==> config.mk <==
export PLATFORM = sky130hd
export DESIGN_NAME = display7seg_mux
export DESIGN_NICKNAME = d
export VERILOG_FILES = /design/src/rtl/display7seg_pkg.sv /design/src/rtl/display7seg_mux_hex7seg.sv /design/src/rtl/display7seg_mux.sv
export SDC_FILE = /design/constraint.sdc
export NUM_CORES = 1
export LEC_CHECK = 0
export CORE_ASPECT_RATIO = 0.5
export CORE_MARGIN = 10
export CORE_UTILIZATION = 45
export DETAILED_ROUTE_END_ITERATION = 8
export PLACE_DENSITY_LB_ADDON = 0.12
export RECOVER_POWER = 25
export SYNTH_ARGS = -nofsm -noshare
export SYNTH_HDL_FRONTEND = slang
export SYNTH_SLANG_ARGS = --single-unit
==> constraint.sdc <==
create_clock -name clk -period 5.65 [get_ports clk]
set_input_delay 0.8475 -clock clk [delete_from_list [all_inputs] [get_ports clk]]
set_output_delay 0.8475 -clock clk [all_outputs]
set_load 0.05 [all_outputs]
==> src/rtl/display7seg_pkg.sv <==
// Shared types and segment constants for the multiplexed seven-segment driver.
// Segment vectors are ordered a..g with index 0 = a, active-high.
package display7seg_pkg;

    typedef logic [0:6] seg_t;

    localparam seg_t SEG_0     = 7'b1111110;
    localparam seg_t SEG_1     = 7'b0110000;
    localparam seg_t SEG_2     = 7'b1101101;
    localparam seg_t SEG_3     = 7'b1111001;
    localparam seg_t SEG_4     = 7'b0110011;
    localparam seg_t SEG_5     = 7'b1011011;
    localparam seg_t SEG_6     = 7'b1011111;
    localparam seg_t SEG_7     = 7'b1110000;
    localparam seg_t SEG_8     = 7'b1111111;
    localparam seg_t SEG_9     = 7'b1111011;
    localparam seg_t SEG_A     = 7'b1110111;
    localparam seg_t SEG_B     = 7'b0011111;
    localparam seg_t SEG_C     = 7'b1001110;
    localparam seg_t SEG_D     = 7'b0111101;
    localparam seg_t SEG_E     = 7'b1001111;
    localparam seg_t SEG_F     = 7'b1000111;
    localparam seg_t SEG_BLANK = 7'b0000000;

endpackage

==> src/rtl/display7seg_mux_hex7seg.sv <==
// Combinational hex nibble to seven-segment decoder (a..g, active-high).
module hex7seg
    import display7seg_pkg::*;
(
    input  logic [3:0] nibble,
    output seg_t       seg
);

    always_comb begin
        seg = SEG_BLANK;
        case (nibble)
            4'h0: seg = SEG_0;
            4'h1: seg = SEG_1;
            4'h2: seg = SEG_2;
            4'h3: seg = SEG_3;
            4'h4: seg = SEG_4;
            4'h5: seg = SEG_5;
            4'h6: seg = SEG_6;
            4'h7: seg = SEG_7;
            4'h8: seg = SEG_8;
            4'h9: seg = SEG_9;
            4'hA: seg = SEG_A;
            4'hB: seg = SEG_B;
            4'hC: seg = SEG_C;
            4'hD: seg = SEG_D;
            4'hE: seg = SEG_E;
            4'hF: seg = SEG_F;
        endcase
    end

endmodule

==> src/rtl/display7seg_mux.sv <==
// Time-multiplexed seven-segment display driver with registered outputs.
// Optional leading-zero blanking is enabled by defining DISPLAY7SEG_LZB_EN.
module display7seg_mux
    import display7seg_pkg::*;
#(
    parameter int NUM_DIGITS = 4,
    parameter int PRESCALE   = 50000
) (
    input  logic                    clk,
    input  logic                    rst_n,
    input  logic                    load,
    input  logic [4*NUM_DIGITS-1:0] entrada,
    input  logic [NUM_DIGITS-1:0]   ponto,
    output logic [0:6]              saida,
    output logic                    dp,
    output logic [NUM_DIGITS-1:0]   anodo,
    output logic                    frame_done
);

    localparam int IDX_W = (NUM_DIGITS > 1) ? $clog2(NUM_DIGITS) : 1;
    localparam int CNT_W = $clog2(PRESCALE);

    logic [CNT_W-1:0]        cnt;
    logic [IDX_W-1:0]        idx;
    logic [4*NUM_DIGITS-1:0] sh_ent;
    logic [NUM_DIGITS-1:0]   sh_pt;
    logic                    tick;
    logic                    scan_wrap;
    logic [3:0]              nib;
    logic                    dp_sel;
    logic [NUM_DIGITS-1:0]   anodo_sel;
    seg_t                    seg_dec;
    seg_t                    seg_sel;

    assign tick = (cnt == CNT_W'(PRESCALE - 1));

    always_ff @(posedge clk or negedge rst_n) begin
        if (!rst_n) begin
            cnt <= '0;
            idx <= '0;
        end else begin
            cnt <= tick ? '0 : cnt + 1'b1;
            if (tick)
                idx <= (idx == IDX_W'(NUM_DIGITS - 1)) ? '0 : idx + 1'b1;
        end
    end

    // load is a single-cycle strobe with no back-pressure: the shadows are
    // overwritten on every edge it is high and held otherwise.
    always_ff @(posedge clk or negedge rst_n) begin
        if (!rst_n) begin
            sh_ent <= '0;
            sh_pt  <= '0;
        end else if (load) begin
            sh_ent <= entrada;
            sh_pt  <= ponto;
        end
    end

    always_comb begin
        nib       = 4'h0;
        dp_sel    = 1'b0;
        anodo_sel = '0;
        for (int i = 0; i < NUM_DIGITS; i++) begin
            if (idx == IDX_W'(i)) begin
                nib          = sh_ent[4*i +: 4];
                dp_sel       = sh_pt[i];
                anodo_sel[i] = 1'b1;
            end
        end
    end

    hex7seg u_hex7seg (
        .nibble (nib),
        .seg    (seg_dec)
    );

`ifdef DISPLAY7SEG_LZB_EN
    logic blank;

    // A digit is a leading zero when it and every higher digit are zero;
    // digit 0 always shows so a zero value still reads "0".
    always_comb begin
        blank = (idx != '0);
        for (int i = 0; i < NUM_DIGITS; i++) begin
            if ((IDX_W'(i) >= idx) && (sh_ent[4*i +: 4] != 4'h0))
                blank = 1'b0;
        end
    end

    assign seg_sel = blank ? SEG_BLANK : seg_dec;
`else
    assign seg_sel = seg_dec;
`endif

    // scan_wrap marks the edge where idx returned to 0, so frame_done lines
    // up with the registered anodo switching to digit 0 one edge later.
    always_ff @(posedge clk or negedge rst_n) begin
        if (!rst_n) begin
            scan_wrap  <= 1'b0;
            saida      <= SEG_BLANK;
            dp         <= 1'b0;
            anodo      <= '0;
            frame_done <= 1'b0;
        end else begin
            scan_wrap  <= tick && (idx == IDX_W'(NUM_DIGITS - 1));
            saida      <= seg_sel;
            dp         <= dp_sel;
            anodo      <= anodo_sel;
            frame_done <= scan_wrap;
        end
    end

endmodule

==> flow_summary.yaml <==
sta:
  max_clock_freq_mhz: 337
  finalMaxSlewViolations: 53
  max-slew-margin-rel: -0.776
  setup_violations: 0
  worst_pin_slew_ps: 2660
  finalCritPeriodShare: 0.525
  finalHoldViolations: 0
  rsz0062_at_grt: "false"
  setup-tns-final_ps: 0
  timing.clock.skew_ps: 6.06
  final_critical_period_ps: 2960
power_and_ir_drop:
  pwr-share-comb: 0.176
  power.switching_mw: 0.215
  power.internal_mw: 0.553
  power.switching_fraction: 0.280
  p_total_mw: 0.768
  p_leak_nw: 1.23
  power_density_mw_per_mm2: 263
  worst_ir_drop_on_vdd_mv: 0.139
  clockPowerShare: 0.294
  seq_power_share: 0.529
critical_path:
  reg2reg_to: "saida[1]"
  critical_path.startpoint: "rst_n"
  timing.reg2reg.worst_path_depth: 8
  r2r_slack_ps: 2920
  timing.critical_path.cells: "buf_2 -> clkbuf_1"
  worst_ep_required_time_ps: 5510
  rr_startpoint: "idx[0]"
  largest_fanout_of_any_net_on_the_critical_path: 52
  path_class: "in -> async"
  critPathLaunchType: "input port"
  crit_buf_inv: 2
  cpMaxStageDelayCell: "sky130_fd_sc_hd__clkbuf_1"
  critical_path.max_stage_delay_ps: 1880
  data_arrival_time_at_the_worst_slack_endpoint_ps: 2830
  path_delay_family: "buffers and inverters"
  kind_of_end_point_of_the_critical_path: "async pin"
clocking:
  cts.reportedPaths.clkPinSlew_ps: 100
  ctsHoldBuffers: 0
  clk_root_buffer_cell: "sky130_fd_sc_hd__clkbuf_8"
  post_cts_resized: 0
  cts_buffers: 5
  clk-insertion-delay-late_ps: 320
  ctsLongestPathBuffers: 2
  tritoncts: "yes"
  cts.sinks: 52
  cts_htree_levels: 2
  postCtsSetupRepairBufs: 0
grt:
  grt_pass1_vias: 1684
  gr-total-overflow: 0
  global_route_wire_length_before_repair_mm: 8.21
  grt_use_total: 0.115
  antenna_found_initial: 0
  grt_start_max_net_pins: 53
floorplanning:
  core_region_area_mm2: 0.00507
  number_of_rows_created_at_floorplan: 18
  fp.dieH_um: 71.9
  io-pin-count: 36
  die_area_mm2: 0.00890
  initial_core_util: 0.479
  die_width_um: 124
yosys:
  synth.top_cell.area_share: 0.537
  syn_inst: 201
  synth-async-reset-ratio: 1.00
  syn_area_per_cell_um2: 12.1
  synthDistinctLibCells: 39
  ys.warnings.count: 0
  post_synth_most_frequent_cells: "52 x sky130_fd_sc_hd__dfrtp_1, 19 x sky130_fd_sc_hd__mux2_2, 15 x sky130_fd_sc_hd__nor2_1, 12 x sky130_fd_sc_hd__ha_1, 12 x sky130_fd_sc_hd__nand2_1"
  postSynth.topFlopCell: "sky130_fd_sc_hd__dfrtp_1"
  yosys-top-cells-area: "sky130_fd_sc_hd__dfrtp_1 54%, sky130_fd_sc_hd__mux2_2 8.8%, sky130_fd_sc_hd__ha_1 6.2%"
  synth_fp_nets: 236
  synth-seq-cells: 52
  synth_enable_flop_cells: 0
  syn-cell-area_mm2: 0.00242
  synth.most_common_cell: "sky130_fd_sc_hd__dfrtp_1"
  top_cell_type_by_total_area_after_synthesis: "sky130_fd_sc_hd__dfrtp_1"
  ys_seq_area_frac: 0.537
place:
  placedCellCount: 301
  placement.io_buffers: 35
  gp_routability_congestion: 0.835
  place_area_mm2: 0.00283
  hpwl_mm: 3.34
hold_path:
  hold_path_end: "frame_done"
  min_path_cells: 0
  hold_class: "reg -> reg"
  min_from: "scan_wrap"
route:
  drcViolationCount: 0
  1st_pass_router_iterations: 4
  route.detailed.wl_per_inst_um: 14.9
  route.vias.total: 1534
  detail-route-antenna-nets: 0
  wirelength_mm: 4.60
  avgViaCountPerCell: 4.96
  detailedRoute.firstIterationViolations: 57
finish:
  num-nets-final: 273
  final-instance-count-excl-fill: 309
  fraction_of_layout_cells_with_a_size_suffix_above_1: 0.155
  area_delta_synth_final_pct: 20.4
  num_antenna_cells: 0
  final_cell_area_mm2: 0.00292
  fillerInstances: 442
run_status:
  violations_in_the_final_reports: "max-capacitance violations, max-slew violations"
  status: "complete, but fails checks"
flow_run:
  maxCapViolCount: 1
[cells by family after synthesis]
group,synth area share
AOI/OAI and AO/OA,0.0851
xor gates and xnor gates,0.0506
adders and majority gates,0.0619
buffers and inverters,0.0304
DFF,0.537
muxes,0.119
and+or+nand+nor,0.117
[layout make-up]
type                    count  area [um^2]  share of cell area
inverters                   9         33.8              0.0116
flip-flops and latches     52         1300               0.446
well taps                  70         87.6              0.0300
multi-input cells         134         1050               0.360
repair buffers             36          349               0.120
clock buffers               6         82.6              0.0283
clock inverters             2         15.0             0.00514
[sequential cells by signal, indices dropped and copies added, names as in the netlist]
name and count:
sh_ent 16, dp 1, sh_pt 4, scan_wrap 1, frame_done 1, saida 7
cnt 16, idx 2, anodo 4
[per-layer routing]
layer / wire, um / vias up / track usage / share of wire
li1: - / 770 / - / -
met2: 2140 / 18 / 0.178 / 0.47
met3: 254 / 8 / 0.0394 / 0.055
met5: 0 / - / 0 / 0
met1: 2130 / 738 / 0.146 / 0.46
met4: 77 / 0 / 0.0436 / 0.017
[stage by stage]
step / hold WS [ps] / utilization / setup slack, ps
after global routing: 371 / 0.576 / 2030
final: 356 / 0.576 / 2690
after floorplan: 331 / - / 3280
after detailed placement: 337 / 0.558 / 2940
after global placement: 335 / 0.558 / 3090
after CTS: 359 / 0.577 / 2920
[cell usage in the layout, fill, tap and decap left out, types with 2 or more instances in the layout]
master	instances
sky130_fd_sc_hd__a21oi_1	8
sky130_fd_sc_hd__a22oi_1	2
sky130_fd_sc_hd__and3_1	2
sky130_fd_sc_hd__clkbuf_8	6
sky130_fd_sc_hd__clkdlybuf4s50_1	34
sky130_fd_sc_hd__clkinvlp_4	2
sky130_fd_sc_hd__dfrtp_1	52
sky130_fd_sc_hd__ha_1	12
sky130_fd_sc_hd__inv_1	9
sky130_fd_sc_hd__mux2_1	3
sky130_fd_sc_hd__mux2_2	19
sky130_fd_sc_hd__mux2i_1	4
sky130_fd_sc_hd__nand2_1	12
sky130_fd_sc_hd__nand3_1	5
sky130_fd_sc_hd__nand3b_1	2
sky130_fd_sc_hd__nand4_1	5
sky130_fd_sc_hd__nor2_1	15
sky130_fd_sc_hd__nor2b_1	2
sky130_fd_sc_hd__nor3_1	4
sky130_fd_sc_hd__o21ai_0	8
sky130_fd_sc_hd__xnor2_1	9
sky130_fd_sc_hd__xor2_1	5
[worst max path at each step]
stage / depth (start not counted) / end / slack, ps
3_5_place_dp: 8 / saida[1] / 2940
6_report: 2 / sh_ent[12] / 2690
4_1_cts: 8 / saida[1] / 2920
2_1_floorplan: 8 / saida[1] / 3280
3_3_place_gp: 8 / saida[1] / 3090
5_1_grt: 2 / sh_ent[12] / 2030
[power groups by stage]
| stage | Sequential, mW | Combinational [mW] | Clock (mW) |
|---|---|---|---|
| after floorplan | 0.445 | 0.0529 | 0 |
| after global placement | 0.414 | 0.135 | 0 |
| after detailed placement | 0.414 | 0.138 | 0 |
| after CTS | 0.407 | 0.138 | 0.232 |
| after global routing | 0.410 | 0.147 | 0.250 |
| final | 0.407 | 0.135 | 0.226 |
No activity file was read; power rests on OpenSTA's default activity.
